### src/rtl/uart_tx_arbiter_if.sv
// ---------------------------------------------------------------------------
// uart_tx_arbiter_if
// Bundles the requester-side and UART-side signals of uart_tx_arbiter.
//
//   req_valid  [M]        requester i has a frame pending
//   req_data   [M][N][8]  payload of requester i, lane 0 is the first byte
//   req_len    [M][LW]    payload byte count, 0..N
//   req_ready  [M]        one-cycle capture pulse to the granted requester
//   can_push   [LW]       free slots reported by the UART FIFO
//   push       [LW]       bytes written to the UART this cycle
//   data_i     [N][8]     bytes to the UART, lane 0 written first
//
// master: the arbiter.  slave: requesters plus the UART FIFO.
// ---------------------------------------------------------------------------
interface uart_tx_arbiter_if #(
    parameter int N = 8,
    parameter int M = 4
);
    localparam int LW = $clog2(N + 1);

    logic [M-1:0]                req_valid;
    logic [M-1:0][N-1:0][7:0]    req_data;
    logic [M-1:0][LW-1:0]        req_len;
    logic [M-1:0]                req_ready;
    logic [LW-1:0]               can_push;
    logic [LW-1:0]               push;
    logic [N-1:0][7:0]           data_i;

    modport master (
        input  req_valid, req_data, req_len, can_push,
        output req_ready, push, data_i
    );

    modport slave (
        output req_valid, req_data, req_len, can_push,
        input  req_ready, push, data_i
    );
endinterface

### src/rtl/uart_tx_arbiter.sv
// ---------------------------------------------------------------------------
// uart_tx_arbiter
// Shares one multi-byte-push UART transmitter between M frame requesters.
// Requesters are granted round-robin; each grant captures one frame, prefixes
// it with a header byte (HDR_BASE | id) and drains it into the UART FIFO as
// fast as can_push allows.
//
// Ports:
//   clk     system clock
//   arstn   synchronous active-low reset
//   bus     uart_tx_arbiter_if.master (requester handshake + UART push side)
//   busy    a frame is being transferred
//   cur_id  id of the frame in transfer, holds the last id when idle
// ---------------------------------------------------------------------------
module uart_tx_arbiter #(
    parameter int         N        = 8,
    parameter int         M        = 4,
    parameter logic [7:0] HDR_BASE = 8'hA0
) (
    input  logic              clk,
    input  logic              arstn,
    uart_tx_arbiter_if.master bus,
    output logic              busy,
    output logic [3:0]        cur_id
);
    localparam int LW = $clog2(N + 1);
    localparam int RW = $clog2(N + 2);
    localparam int PW = (M > 1) ? $clog2(M) : 1;

    typedef enum logic {IDLE, SEND} state_t;

    state_t              state, state_next;
    logic [N:0][7:0]     buffer, buffer_next;
    logic [RW-1:0]       rem, rem_next;
    logic [PW-1:0]       rr_ptr, rr_ptr_next;
    logic [LW-1:0]       push_r, push_next;
    logic [N-1:0][7:0]   data_r, data_next;
    logic [M-1:0]        ready_r, ready_next;
    logic                busy_next;
    logic [3:0]          cur_id_next;

    logic                found;
    logic [PW-1:0]       grant;
    logic [PW-1:0]       idx;
    logic [LW-1:0]       len_c;
    logic [RW-1:0]       k;

    assign bus.push      = push_r;
    assign bus.data_i    = data_r;
    assign bus.req_ready = ready_r;

    // Round-robin pick: first valid requester at or after rr_ptr, wrapping.
    always_comb begin
        found = 1'b0;
        grant = '0;
        idx   = '0;
        for (int i = 0; i < M; i++) begin
            idx = PW'((int'(rr_ptr) + i) % M);
            if (!found && bus.req_valid[idx]) begin
                found = 1'b1;
                grant = idx;
            end
        end
    end

    // Clamped payload length of the granted requester, and the number of
    // bytes that can move this cycle: min(rem, can_push, N).
    always_comb begin
        len_c = bus.req_len[grant];
        if (int'(len_c) > N) len_c = LW'(N);
        k = rem;
        if (int'(bus.can_push) < int'(k)) k = RW'(bus.can_push);
        if (int'(k) > N) k = RW'(N);
    end

    // Next-state and registered-output logic.
    always_comb begin
        state_next  = state;
        buffer_next = buffer;
        rem_next    = rem;
        rr_ptr_next = rr_ptr;
        push_next   = '0;
        data_next   = '0;
        ready_next  = '0;
        busy_next   = busy;
        cur_id_next = cur_id;
        case (state)
            IDLE: begin
                if (found) begin
                    ready_next[grant] = 1'b1;
                    buffer_next       = '0;
                    buffer_next[0]    = HDR_BASE | {4'b0000, 4'(grant)};
                    for (int j = 1; j <= N; j++) begin
                        if (j <= int'(len_c)) buffer_next[j] = bus.req_data[grant][j-1];
                    end
                    rem_next    = RW'(len_c) + RW'(1);
                    cur_id_next = 4'(grant);
                    busy_next   = 1'b1;
                    if (int'(grant) == M - 1) rr_ptr_next = '0;
                    else                      rr_ptr_next = grant + PW'(1);
                    state_next  = SEND;
                end
            end
            SEND: begin
                push_next = LW'(k);
                for (int j = 0; j < N; j++) begin
                    if (j < int'(k)) data_next[j] = buffer[j];
                end
                // Drop the k bytes just handed to the UART.
                buffer_next = buffer >> {k, 3'b000};
                rem_next    = rem - k;
                if (rem == k) begin
                    state_next = IDLE;
                    busy_next  = 1'b0;
                end
            end
            default: state_next = IDLE;
        endcase
    end

    // State and output registers.
    always_ff @(posedge clk) begin
        if (!arstn) begin
            state  <= IDLE;
            buffer <= '0;
            rem    <= '0;
            rr_ptr <= '0;
            push_r <= '0;
            data_r <= '0;
            ready_r <= '0;
            busy   <= 1'b0;
            cur_id <= '0;
        end else begin
            state  <= state_next;
            buffer <= buffer_next;
            rem    <= rem_next;
            rr_ptr <= rr_ptr_next;
            push_r <= push_next;
            data_r <= data_next;
            ready_r <= ready_next;
            busy   <= busy_next;
            cur_id <= cur_id_next;
        end
    end
endmodule

### src/flat_wrapper.sv
// flat-port wrapper written by rule: the top's interface ports become plain ports
module uart_tx_arbiter_flat 
#(
    parameter int         N        = 8,
    parameter int         M        = 4,
    parameter logic [7:0] HDR_BASE = 8'hA0
)
  (clk, arstn, busy, cur_id, bus_req_valid, bus_req_data, bus_req_len, bus_can_push, bus_req_ready, bus_push, bus_data_i);
  uart_tx_arbiter_if #(.N(N), .M(M)) bus_i ();
  input  logic clk;
  input  logic arstn;
  output logic busy;
  output logic [3:0] cur_id;
  input wire logic [$bits(bus_i.req_valid)-1:0] bus_req_valid;
  input wire logic [$bits(bus_i.req_data)-1:0] bus_req_data;
  input wire logic [$bits(bus_i.req_len)-1:0] bus_req_len;
  input wire logic [$bits(bus_i.can_push)-1:0] bus_can_push;
  output wire logic [$bits(bus_i.req_ready)-1:0] bus_req_ready;
  output wire logic [$bits(bus_i.push)-1:0] bus_push;
  output wire logic [$bits(bus_i.data_i)-1:0] bus_data_i;
  assign bus_i.req_valid = bus_req_valid;
  assign bus_i.req_data = bus_req_data;
  assign bus_i.req_len = bus_req_len;
  assign bus_i.can_push = bus_can_push;
  assign bus_req_ready = bus_i.req_ready;
  assign bus_push = bus_i.push;
  assign bus_data_i = bus_i.data_i;
  uart_tx_arbiter #(.N(N), .M(M), .HDR_BASE(HDR_BASE)) u_core (.clk(clk), .arstn(arstn), .bus(bus_i), .busy(busy), .cur_id(cur_id));
endmodule
### config.mk
export PLATFORM = sky130hd
export DESIGN_NAME = uart_tx_arbiter_flat
export DESIGN_NICKNAME = d
export VERILOG_FILES = /design/src/rtl/uart_tx_arbiter_if.sv /design/src/rtl/uart_tx_arbiter.sv /design/src/flat_wrapper.sv
export SDC_FILE = /design/constraint.sdc
export NUM_CORES = 1
export LEC_CHECK = 0
export ABC_AREA = 1
export ABC_CLOCK_PERIOD_IN_PS = 3400
export BUFFER_PORTS_ARGS = -buffer_cell sky130_fd_sc_hd__buf_2
export CELL_PAD_IN_SITES_DETAIL_PLACEMENT = 0
export CELL_PAD_IN_SITES_GLOBAL_PLACEMENT = 1
export CORE_MARGIN = 1
export CORE_UTILIZATION = 34
export CTS_CLUSTER_SIZE = 20
export DETAILED_ROUTE_END_ITERATION = 16
export GPL_ROUTABILITY_DRIVEN = 1
export PLACE_DENSITY = 0.86
export SYNTH_ARGS = -nofsm -noshare
export SYNTH_HDL_FRONTEND = slang
export SYNTH_SLANG_ARGS = --single-unit
### constraint.sdc
create_clock -name clk -period 3.4 [get_ports clk]
set_input_delay 0.17 -clock clk [delete_from_list [all_inputs] [get_ports clk]]
set_output_delay 0.17 -clock clk [all_outputs]
set_load 0.05 [all_outputs]
==> metrics.cfg <==
[job]
drv_cap = 0

[layout]
layout_commonest_cell = nand2_1
final_nets = 2232
final_cell_mix = 384 x nand2_1, 356 x buf_2, 194 x nor2_1
instances_no_fill = 2329
synthToLayoutAreaGrowth_pct = 28.0
drive_gt1_frac = 0.252

[timing]
hold_viol_final = 0
finClkSkew_ns = 0.0161
timing.fmax_mhz = 326
drv_slew = 0
fin_ws_ns = 0.328
finalCriticalPeriod_ns = 3.07
setup-tns-final_ns = 0
fin_crit_sh = 0.903
rsz0062_at_grt = no
slew_headroom = 0.539
setup_viol = 0
worst-slew-pin-transition_ns = 0.692

[clock_network]
root_buffer = clkbuf_16
cts-htree-levels = 4
clock_sinks = 154
cts_buffers = 17
insertion_delay_ns = 0.44
cts_tree = done
clkSlewWorstSetupHoldPaths_ns = 0.06
cts_buffer_depth = 2

[synthesis]
synth_cell_types = 46
synth_area_um2 = 9960
seq_area_frac_synth = 0.309
ys_async_sr_fraction = 0
syn_inst = 1606
synth-edff-count = 0
yosysWarnings = 0
ys.flop_type = dfxtp_1
postSynthAreaPerCell_um2 = 6.20
synth_seq_cells = 154

[detailed_routing]
via_per_inst = 5.40
via_count = 12600
drtPass1Iterations = 6
drt_wl_total_um = 49700
drt_iter0_drc = 1385
remaining_drc_errors = 0
postRouteAntennaNets = 0
wl_per_cell_um = 21.3

[power_and_ir_drop]
leakage_nw = 6.05
vdd_drop_max_uv = 1290
finalPower_w = 0.0169
power_density_nw_per_um2 = 1320

[grt]
grt_pass1_vias = 11600
grt_max_degree = 119
grt_pass1_wl_um = 72800
grtUsageTotal = 0.324
grt_antenna_before_repair = 1
grt_overflow = 0

[placed_design]
dpl.hpwl_um = 39800
dp_cells = 2297
gp_congestion = 0.948
numPortBuffers = 356
dpl_worst_slack_ns = 0.224

[floorplan]
fp.dieW_um = 173
io_pins = 359
fp.dieArea_um2 = 30000
die_y_um = 173
rows = 62
coreArea_um2 = 28800
initial_core_util = 0.346

[hold_path]
min-delay-start = bus_req_data[145]
worstHoldEndpoint = u_core.buffer[25]$_SDFFE_PN0P_
worst_hold_path_type = input port to flip-flop
hold_path_depth = 5

[worst_setup_path]
crit_path_max_fanout = 37
r2r-start = u_core.rr_ptr[0]$_SDFFE_PN0P_
r2r_cells = 21
endpoint_kind = flip-flop
critPathLaunch = u_core.rr_ptr[0]$_SDFFE_PN0P_
reg2reg_to = u_core.buffer[61]$_SDFFE_PN0P_
r2r_setup_slack_ns = 0.33
start_kind = flip-flop
path_class = flip-flop to flip-flop
cp.required_ns = 3.78
crit_arrival_ns = 3.45

[status]
status = finished, final reports clean

[per-layer routing]
layer	up-vias	track usage	routed length, µm
met3	78	0.0504	4130
met5	-	0	0
met2	674	0.525	22800
met4	0	0.111	1480
met1	5834	0.435	21300
li1	5979	-	-
[metrics by stage]
step	hold WS, ns	cell area [µm²]	util
6_report	0.164	12800	0.443
5_1_grt	0.183	12800	0.443
4_1_cts	0.154	12700	0.442
3_5_place_dp	0.420	12200	0.423
3_3_place_gp	0.424	12200	0.423
2_1_floorplan	0.314	9970	-
[flip-flops by register name (all words and copies together), names as in the netlist]
| register | count |
|---|---|
| u_core.rr_ptr | 2 |
| u_core.bus.data_i | 64 |
| u_core.rem | 4 |
| u_core.cur_id | 2 |
| u_core.bus.push | 4 |
| u_core.buffer | 72 |
| u_core.state | 1 |
| u_core.bus.req_ready | 4 |
| u_core.busy | 1 |
[final cells by class]
type	count	area, µm²
Fill cell	3152	16000
Antenna cell	1	2.50
Clock buffer	21	450
Multi-Input combinational cell	1193	5820
Inverter	160	603
Clock inverter	8	98.8
Timing Repair Buffer	408	2220
Sequential cell	154	3080
Tap cell	384	480
[synthesized netlist by cell type (12+ instances only)]
| library cell | n | share of area |
|---|---|---|
| a21oi_1 | 84 | 0.042 |
| a31oi_1 | 17 | 0.011 |
| buf_2 | 34 | 0.017 |
| buf_4 | 12 | 0.0090 |
| clkbuf_1 | 43 | 0.016 |
| dfxtp_1 | 154 | 0.31 |
| ha_1 | 15 | 0.019 |
| inv_1 | 149 | 0.056 |
| nand2_1 | 385 | 0.15 |
| nand2_2 | 13 | 0.0082 |
| nand3_1 | 147 | 0.074 |
| nor2_1 | 196 | 0.074 |
| o211ai_1 | 46 | 0.035 |
| o21ai_0 | 148 | 0.074 |
| o21ai_1 | 17 | 0.0085 |
| o22ai_1 | 43 | 0.027 |
| or2_2 | 12 | 0.0075 |
[critical path: stages (launching register included)]
cell and delay (ns):
dfxtp_1 0.34, buf_4 0.20, nand2_1 0.10, nand3_2 0.10, nand2_2 0.09, nor2_4 0.14, nand3_2 0.11, nand3_1 0.10
nand2_2 0.11, buf_4 0.28, nand3_1 0.15, nand2_2 0.17, inv_2 0.12, nand4_1 0.12, ha_1 0.20, nor2_1 0.16
nand2_1 0.07, inv_1 0.14, nand2_1 0.08, o211ai_1 0.10, nand2_1 0.07, inv_1 0.06
[cell families (layout without fill, tap and decap cells)]
kind of cell	count (synthesis)	count (layout)	share of synthesized area
simple gates	783	783	0.331
compound gates	389	389	0.227
buf+inv	260	597	0.109
flops	154	154	0.309
fa+ha+maj	16	16	0.0208
xor+xnor	2	2	0.00176
other cells	1	3	0.000376
mux	1	1	0.00100
[power by group]
group,switching [W],internal (W),leakage [nW]
Sequential,0.000322,0.00223,1.26
Clock,0.000762,0.00108,0.265
Combinational,0.00896,0.00350,4.53
Total,0.0100,0.00682,6.05
[what timing repair did]
action                                  in CTS  in global routing
endpoints found under the setup margin       0                 29
hold buffers                                 0                  0
gates resized for setup                      0                  8
buffers inserted                             0                  2
[worst max path at each step]
stage                     cells past startpoint                             end  slack [ns]
final                                        21  u_core.buffer[61]$_SDFFE_PN0P_        0.33
after global routing                         22  u_core.buffer[61]$_SDFFE_PN0P_        0.01
after CTS                                    20  u_core.buffer[18]$_SDFFE_PN0P_        0.21
after detailed placement                     20  u_core.buffer[18]$_SDFFE_PN0P_        0.22
after global placement                       21  u_core.buffer[23]$_SDFFE_PN0P_        0.29
after floorplan                              18      u_core.rem[3]$_SDFFE_PN0P_        0.55
(Power assumes the default switching activity.)
